`src/rtl/alu_pkg.sv`:
```
// Shared constants for the bit-serial ALU: cell op codes, full alu_ctl codes,
// alu_ctl field positions and the sequencer state encoding.
package alu_pkg;

  localparam logic [1:0] OP_AND  = 2'b00;
  localparam logic [1:0] OP_OR   = 2'b01;
  localparam logic [1:0] OP_ADD  = 2'b10;
  localparam logic [1:0] OP_LESS = 2'b11;

  localparam logic [3:0] CTL_AND = 4'b0000;
  localparam logic [3:0] CTL_OR  = 4'b0001;
  localparam logic [3:0] CTL_ADD = 4'b0010;
  localparam logic [3:0] CTL_SUB = 4'b0110;
  localparam logic [3:0] CTL_SLT = 4'b0111;
  localparam logic [3:0] CTL_NOR = 4'b1100;

  localparam int CTL_A_INV  = 3;
  localparam int CTL_B_INV  = 2;
  localparam int CTL_OP_MSB = 1;
  localparam int CTL_OP_LSB = 0;

  typedef enum logic [1:0] {
    IDLE = 2'd0,
    RUN  = 2'd1,
    FIX  = 2'd2,
    DONE = 2'd3
  } state_e;

endpackage

```
`src/rtl/alu_cell.sv`:
```
// One-bit ALU slice: optional operand inversion, AND/OR/full-add/less select.
// The adder carry-out is produced regardless of the selected op.
module alu_cell
  import alu_pkg::*;
(
  input  logic       a_i,
  input  logic       b_i,
  input  logic       ci_i,
  input  logic       less_i,
  input  logic       a_invert_i,
  input  logic       b_invert_i,
  input  logic [1:0] op_i,
  output logic       result_o,
  output logic       co_o
);

  logic aa;
  logic bb;
  logic sum;

  always_comb begin
    aa   = a_i ^ a_invert_i;
    bb   = b_i ^ b_invert_i;
    sum  = aa ^ bb ^ ci_i;
    co_o = (aa & bb) | (aa & ci_i) | (bb & ci_i);
    case (op_i)
      OP_AND:  result_o = aa & bb;
      OP_OR:   result_o = aa | bb;
      OP_ADD:  result_o = sum;
      default: result_o = less_i;
    endcase
  end

endmodule

```
`src/rtl/alu_serial.sv`:
```
// Bit-serial WIDTH-bit ALU sequencer driving a single alu_cell, LSB first.
// Define ALU_SERIAL_ABORT_EN to add an abort input that cancels RUN/FIX.
//
// state | meaning
// IDLE  | ready=1, waiting for start
// RUN   | one operand bit per cycle through alu_cell
// FIX   | SLT only: result becomes corrected sign bit
// DONE  | valid pulse; result/zero/overflow already final
module alu_serial
  import alu_pkg::*;
#(
  parameter int WIDTH = 32
) (
  input  logic             clk,
  input  logic             rst,
  input  logic             start,
`ifdef ALU_SERIAL_ABORT_EN
  input  logic             abort,
`endif
  output logic             ready,
  input  logic [3:0]       alu_ctl,
  input  logic [WIDTH-1:0] a,
  input  logic [WIDTH-1:0] b,
  output logic [WIDTH-1:0] result,
  output logic             zero,
  output logic             overflow,
  output logic             valid
);

  localparam int CW = $clog2(WIDTH);
  localparam logic [CW-1:0] LAST = CW'(WIDTH - 1);

  state_e           state_q,    state_d;
  logic [WIDTH-1:0] a_sh_q,     a_sh_d;
  logic [WIDTH-1:0] b_sh_q,     b_sh_d;
  logic [WIDTH-1:0] work_q,     work_d;
  logic [3:0]       ctl_q,      ctl_d;
  logic             carry_q,    carry_d;
  logic [CW-1:0]    cnt_q,      cnt_d;
  logic             sign_q,     sign_d;
  logic             ovf_q,      ovf_d;
  logic [WIDTH-1:0] result_q,   result_d;
  logic             zero_q,     zero_d;
  logic             overflow_q, overflow_d;

  logic       cell_res;
  logic       cell_co;
  logic [1:0] cell_op;
  logic       is_slt;
  logic       is_addsub;
  logic       slt_bit;

  // SLT reuses the subtract path; the sign is turned into the answer in FIX.
  assign is_slt    = (ctl_q[CTL_OP_MSB:CTL_OP_LSB] == OP_LESS);
  assign cell_op   = is_slt ? OP_ADD : ctl_q[CTL_OP_MSB:CTL_OP_LSB];
  assign is_addsub = (ctl_q == CTL_ADD) || (ctl_q == CTL_SUB);
  assign slt_bit   = sign_q ^ ovf_q;

  alu_cell u_cell (
    .a_i        (a_sh_q[0]),
    .b_i        (b_sh_q[0]),
    .ci_i       (carry_q),
    .less_i     (1'b0),
    .a_invert_i (ctl_q[CTL_A_INV]),
    .b_invert_i (ctl_q[CTL_B_INV]),
    .op_i       (cell_op),
    .result_o   (cell_res),
    .co_o       (cell_co)
  );

  always_comb begin
    state_d    = state_q;
    a_sh_d     = a_sh_q;
    b_sh_d     = b_sh_q;
    work_d     = work_q;
    ctl_d      = ctl_q;
    carry_d    = carry_q;
    cnt_d      = cnt_q;
    sign_d     = sign_q;
    ovf_d      = ovf_q;
    result_d   = result_q;
    zero_d     = zero_q;
    overflow_d = overflow_q;
    ready      = 1'b0;
    valid      = 1'b0;

    case (state_q)
      IDLE: begin
        ready = 1'b1;
        if (start) begin
          a_sh_d  = a;
          b_sh_d  = b;
          ctl_d   = alu_ctl;
          carry_d = alu_ctl[CTL_B_INV];
          cnt_d   = '0;
          state_d = RUN;
        end
      end
      RUN: begin
        carry_d = cell_co;
        work_d  = {cell_res, work_q[WIDTH-1:1]};
        a_sh_d  = a_sh_q >> 1;
        b_sh_d  = b_sh_q >> 1;
        cnt_d   = cnt_q + 1'b1;
        if (cnt_q == LAST) begin
          sign_d = cell_res;
          ovf_d  = carry_q ^ cell_co;
          if (is_slt) begin
            state_d = FIX;
          end else begin
            // Outputs are loaded on entry to DONE so they are final with valid.
            result_d   = work_d;
            zero_d     = (work_d == '0);
            overflow_d = is_addsub & (carry_q ^ cell_co);
            state_d    = DONE;
          end
        end
      end
      FIX: begin
        result_d   = {{(WIDTH-1){1'b0}}, slt_bit};
        zero_d     = ~slt_bit;
        overflow_d = 1'b0;
        state_d    = DONE;
      end
      DONE: begin
        valid   = 1'b1;
        state_d = IDLE;
      end
      default: state_d = IDLE;
    endcase

`ifdef ALU_SERIAL_ABORT_EN
    if (abort && (state_q == RUN || state_q == FIX)) begin
      state_d    = IDLE;
      result_d   = result_q;
      zero_d     = zero_q;
      overflow_d = overflow_q;
    end
`endif
  end

  always_ff @(posedge clk or posedge rst) begin
    if (rst) begin
      state_q    <= IDLE;
      a_sh_q     <= '0;
      b_sh_q     <= '0;
      work_q     <= '0;
      ctl_q      <= '0;
      carry_q    <= 1'b0;
      cnt_q      <= '0;
      sign_q     <= 1'b0;
      ovf_q      <= 1'b0;
      result_q   <= '0;
      zero_q     <= 1'b0;
      overflow_q <= 1'b0;
    end else begin
      state_q    <= state_d;
      a_sh_q     <= a_sh_d;
      b_sh_q     <= b_sh_d;
      work_q     <= work_d;
      ctl_q      <= ctl_d;
      carry_q    <= carry_d;
      cnt_q      <= cnt_d;
      sign_q     <= sign_d;
      ovf_q      <= ovf_d;
      result_q   <= result_d;
      zero_q     <= zero_d;
      overflow_q <= overflow_d;
    end
  end

  assign result   = result_q;
  assign zero     = zero_q;
  assign overflow = overflow_q;

endmodule
```
`config.mk`:
```
export PLATFORM = sky130hd
export DESIGN_NAME = alu_serial
export DESIGN_NICKNAME = d
export VERILOG_FILES = /design/src/rtl/alu_pkg.sv /design/src/rtl/alu_cell.sv /design/src/rtl/alu_serial.sv
export SDC_FILE = /design/constraint.sdc
export NUM_CORES = 1
export LEC_CHECK = 0
export ABC_AREA = 1
export CELL_PAD_IN_SITES_DETAIL_PLACEMENT = 0
export CELL_PAD_IN_SITES_GLOBAL_PLACEMENT = 1
export CORE_ASPECT_RATIO = 1.4
export CORE_MARGIN = 2
export CORE_UTILIZATION = 26
export DETAILED_ROUTE_END_ITERATION = 16
export DONT_BUFFER_PORTS = 1
export GPL_TIMING_DRIVEN = 0
export PLACE_DENSITY = 0.53
export RECOVER_POWER = 25
export SETUP_SLACK_MARGIN = 0.2
export SYNTH_ARGS = -nofsm -noshare
export SYNTH_HDL_FRONTEND = slang
export SYNTH_SLANG_ARGS = --single-unit
```
`constraint.sdc`:
```
create_clock -name clk -period 6.5 [get_ports clk]
set_input_delay 0.975 -clock clk [delete_from_list [all_inputs] [get_ports clk]]
set_output_delay 0.975 -clock clk [all_outputs]
set_load 0.1 [all_outputs]
```
Word-level counts from Yosys, hierarchy flattened
Cells that the tools add are included.
Storage, ports and cells
  register bits: 144
  input port bits: 71
  output and inout bits: 36
  word-level logic and storage cells: 75
Cells by class
  add/subtract/negate cells: 1
  eq/ne operators: 12
  multiplexer cells: 25
  bitwise operators: 14
  reductions and logical operators: 11
Operators by type and width (count)
  $pmux W32 S2: 3
  $mux W32: 4
  $logic_not A32 Y1: 1
  $pmux W5 S2: 1
  $eq A2 B2 Y1 const B: 4
  $mux W1: 8
  $pmux W2 S4: 1
  $reduce_and A2 Y1: 4
  $mux W2: 3
  $ne A2 B2 Y1 const B: 3
  $pmux W1 S2: 3
  $xor A1 B1 Y1: 6
  $add A5 B1 Y5 const B: 1
  $eq A5 B5 Y1 const B: 1
  $mux W5: 1
  $and A1 B1 Y1: 4
  $eq A2 B1 Y1 const B: 2
  $eq A4 B2 Y1 const B: 1
  $eq A4 B3 Y1 const B: 1
  $logic_not A2 Y1: 2
  $reduce_bool A2 Y1: 2
  $or A1 B1 Y1: 3
  $pmux W1 S3: 1
  $reduce_and A3 Y1: 1
  other kinds (2): 2

Depth between registers and ports, before layout
  depth after elaboration: 9
  gate-level depth with buffers: 9
  gate-level depth less buffers: 9

Cells and area by module
A second synthesis with hierarchy kept.
Unflattened totals
  cells, all modules: 726
  area, all modules: 6212.2 sq um
By module, submodules not included
  alu_serial: times used 1, cells an instance 707, area each 6094.6 sq um, seq. area each 3578.4 sq um
  alu_cell: times used 1, cells an instance 19, area each 117.6 sq um, seq. area each 0.0 sq um

Worst setup path before layout
No wires, ideal clock.
  kind: reg2reg
  from: reg state_q[0]
  to: reg a_sh_q[28]
  setup time: 0.130 ns
  arrival time: 2.215 ns
  required time: 6.370 ns
  path slack: 4.155 ns
  stages on the path, launching flop included: 8
  path buffers: 2
  clock period less this slack: 2.345 ns
  path through: dfrtp_1 inv_1 ha_1 nand2_1 o21ai_2 buf_4 buf_2 a31oi_1
Between the ends
  cells in the longest elaborated chain, start to end: 3
  elaborated cells between the ends (all ways): 6
  those cells by class: eq/ne (2); mux (1); reduce/logical (3)
Ends and longest elaborated chain
  from (decl): RTL line alu_serial.sv:33  | state_e state_q, state_d;
  from (signal assigned): RTL line alu_serial.sv:157  | state_q <= state_d;
  $eq A2 B1 Y1 / $logic_not A2 Y1 (equally long branches): RTL line alu_serial.sv:87  | case (state_q)
  $reduce_bool A2 Y1 (no source line) / $ne A2 B2 Y1 (equally long branches)
  $reduce_and A2 Y1 (no source line)
  to (signal assigned): RTL line alu_serial.sv:158  | a_sh_q <= a_sh_d;
  to (decl): RTL line alu_serial.sv:34  | logic [WIDTH-1:0] a_sh_q, a_sh_d;
Several ways; a longest one is shown, not always the timed one.
A chain may end at the register's enable or synchronous reset.

==> results by group <==
Synthesis
  • Post-Synthesis Cells: a little over 700
  • Dominant cells by area after synthesis: dfrtp_1 (57%), nand2_1 (11%), a31oi_1 (6.3%), nor2_1 (5.4%), inv_1 (4.5%)
  • Netlist cell types: 27
  • Ys Warns: 0
  • Post-synth top area share: 0.5702
  • Mapped Area: between 0.006 and 0.007 mm²
  • Net Count, Synth: ~790
  • #FFs+latches synth: between 100 and 150
  • Synth area leader: dfrtp_1
  • Register area share after synthesis: 0.5702
  • Syn Area/Cell: between 8 and 9 µm²

Drt
  • Detailed Route WL: around 16000 µm
  • Via count: approximately 4800
  • Detail Route Antenna Nets: 0
  • WL/cell: about 15 µm
  • Initial DRC count: approximately 280
  • Via density: 4.528
  • DRC: 0
  • Drt first pass iters: 4

Critical path
  • Worst EP required: roughly 6.5 ns
  • Crit Path Max Fanout: 73
  • Data arrival, critical path: slightly below 3 ns
  • R2R Setup Slk: ~3.8 ns
  • WP buf/inv: 1
  • Critical R2R Launch: state_q[0]
  • CP endpoint kind: async pin
  • R2r endpoint: b_sh_q[11]
  • FF-to-FF path depth: 7
  • Family with the most delay on the worst path: buffers and inverters
  • Critical-path cell list: clkinvlp_2
  • Levels on crit path: 1
  • Worst setup path class: input pin to async pin
  • Critical Path Source: rst
  • Critical Path Sink: work_q[23]
  • Critical path's slowest cell: clkinvlp_2
  • Slowest stage delay, CP: approximately 1.9 ns
  • CP Launch Type: input pin

Power and ir drop
  • Peak VDD IR: ~0.21 mV
  • Pwr Total: approximately 3700 µW
  • PwrDens: a little over 500 mW/mm²
  • Leak pwr: 0.003191 µW

CTS
  • CTS Sinks: 143
  • # H-tree levels: 4
  • Clock transition at path regs: approximately 0.06 ns
  • Cts repair resizes: 0
  • Setup Fix Bufs, Post-CTS: 0
  • CTS tree: done
  • Clk_lat worst skew: roughly 0.43 ns
  • CTS Hold Bufs: 0
  • Root buffer cell: clkbuf_16
  • Clock buffer depth: 2
  • TritonCTS buffer count: 17

Timing
  • RSZ-0062 raised after global routing: no
  • Fmax: around 0.34 GHz
  • Hold_ws: 0.4796 ns
  • Final Setup Violations: 0
  • Skew final: roughly 0.0077 ns
  • Worst Tran Pin Value: 3.407 ns
  • Slew margin rel.: -1.284
  • Final min period: between 2 and 3 ns
  • Final-report hold violation count: 0
  • Period utilisation layout: 0.4559
  • Fin. max-slew vios: 73

Cells and area
  • Fill cell count: between 2000 and 3000
  • Layout cells sized above 1: 0.08883
  • Most common cell after layout, fill and taps aside: nand2_1
  • # nets final: between 800 and 900
  • Antenna diode count: 0
  • Most frequent cells in the layout: nand2_1 (190), dfrtp_1 (143), nor2_1 (90)
  • Area Overhead vs Synth: 15.69%

Global route
  • Global-route wire length before repair: ~27000 µm
  • Vias in the first global route: about 5000
  • Initial antenna violation count: 0
  • Grt ovf: 0
  • Largest net degree at the start of global routing: 74
  • Total track usage: 0.1338

Die
  • Die width: 135.3 µm
  • Die area: approximately 0.025 mm²
  • Std cell rows: 67
  • Initial core utilization: 0.2636
  • Core ar.: between 0.02 and 0.025 mm²
  • Chip Height: roughly 190 µm
  • I/O pin count: about 110

Run status
  • Failing checks: capacitance limit, slew limit
  • Status: finished, violations left

Placement
  • Final HPWL DP: about 12000 µm
  • Port Buffers: 0
  • Global placement routability congestion: between 0.7 and 0.8

Flow run
  • Max Cap Viol: 1

Hold path
  • HP Class: flop to flop
==> Yosys cell counts <==
library cell,instances
buf_4,2
buf_6,10
a21oi_1,5
o21ai_1,1
o22ai_4,1
nand4_1,2
inv_1,76
o21ai_2,2
nor4_1,1
xnor2_1,2
clkbuf_1,13
ha_1,8
a22o_1,2
o22ai_1,31
fa_1,1
nand3_1,3
nor2_1,90
buf_2,16
nand2_1,190
xor2_1,2
a31oi_1,63
nand2_2,1
o211ai_1,1
inv_2,2
o21ai_0,43
dfrtp_1,143
or2_2,1
==> cell type report <==
type                            instances  area [µm²]  share of cell area
Multi-Input combinational cell        450        2148              0.2959
Timing Repair Buffer                    1       27.53            0.003791
Buffer                                 41       256.5             0.03533
Tap cell                              310       387.9             0.05342
Clock buffer                           18       429.2             0.05911
Inverter                               78       294.0             0.04050
Sequential cell                       143        3578              0.4928
Clock inverter                         12       138.9             0.01913
==> cell families (layout without fill, tap and decap cells) <==
| kind of cell | after synthesis | in the layout | share of synthesized area |
|---|---|---|---|
| flip-flops | 143 | 143 | 0.5702 |
| XOR/XNOR | 4 | 4 | 0.005583 |
| adder cells (fa/ha/maj) | 9 | 9 | 0.01914 |
| buffers and inverters | 119 | 150 | 0.08752 |
| AND/OR/NAND/NOR | 288 | 288 | 0.1748 |
| AO/OA/AOI/OAI | 149 | 149 | 0.1427 |
==> metal layers <==
metal,part of all wire,GRT usage
met1,0.42,0.1564
met2,0.50,0.2269
met3,0.065,0.04839
met4,0.012,0.04327
met5,0,0
==> worst min path at each step <==
stage	startpoint	cells after the start	to	slack, ns
after floorplan	cnt_q[4]	2	cnt_q[4]	0.45
after global placement	cnt_q[4]	2	cnt_q[4]	0.47
after detailed placement	cnt_q[4]	2	cnt_q[4]	0.47
after CTS	cnt_q[4]	2	cnt_q[4]	0.49
after global routing	cnt_q[4]	2	cnt_q[4]	0.53
final	cnt_q[4]	2	cnt_q[4]	0.48
==> where the power goes <==
part / internal (µW) / switching, µW / total, µW
registers: 1170 / 224 / 1390
logic: 470 / 867 / 1340
clock network: 564 / 395 / 959
total: 2200 / 1490 / 3690
==> worst register-to-register path, stage by stage, from the launching register on <==
cell     delay [ns]
dfrtp_1        0.41
inv_1          0.11
ha_1           0.95
nand2_1        0.36
o21ai_2        0.19
buf_4          0.22
buf_2          0.24
a31oi_1        0.12
==> registers in the layout, summed over array words and instances, names as in the netlist <==
name and flops:
a_sh_q 32, b_sh_q 32, result 32, work_q 31
cnt_q 5, ctl_q 4, state_q 2, carry_q 1
overflow 1, ovf_q 1, sign_q 1, zero 1
==> stage by stage <==
stage	cell area [µm²]	setup TNS [ns]	cells	utilization	setup WS (ns)
6_report	7261	0	1053	0.3050	3.536
3_3_place_gp	6664	-25.73	1022	0.2799	-0.1933
4_1_cts	7264	0	1053	0.3051	3.552
3_5_place_dp	6696	0	1023	0.2813	3.675
2_1_floorplan	6276	0	712	-	1.687
5_1_grt	7261	0	1053	0.3050	2.956
No activity file was read; power rests on OpenSTA's default activity.
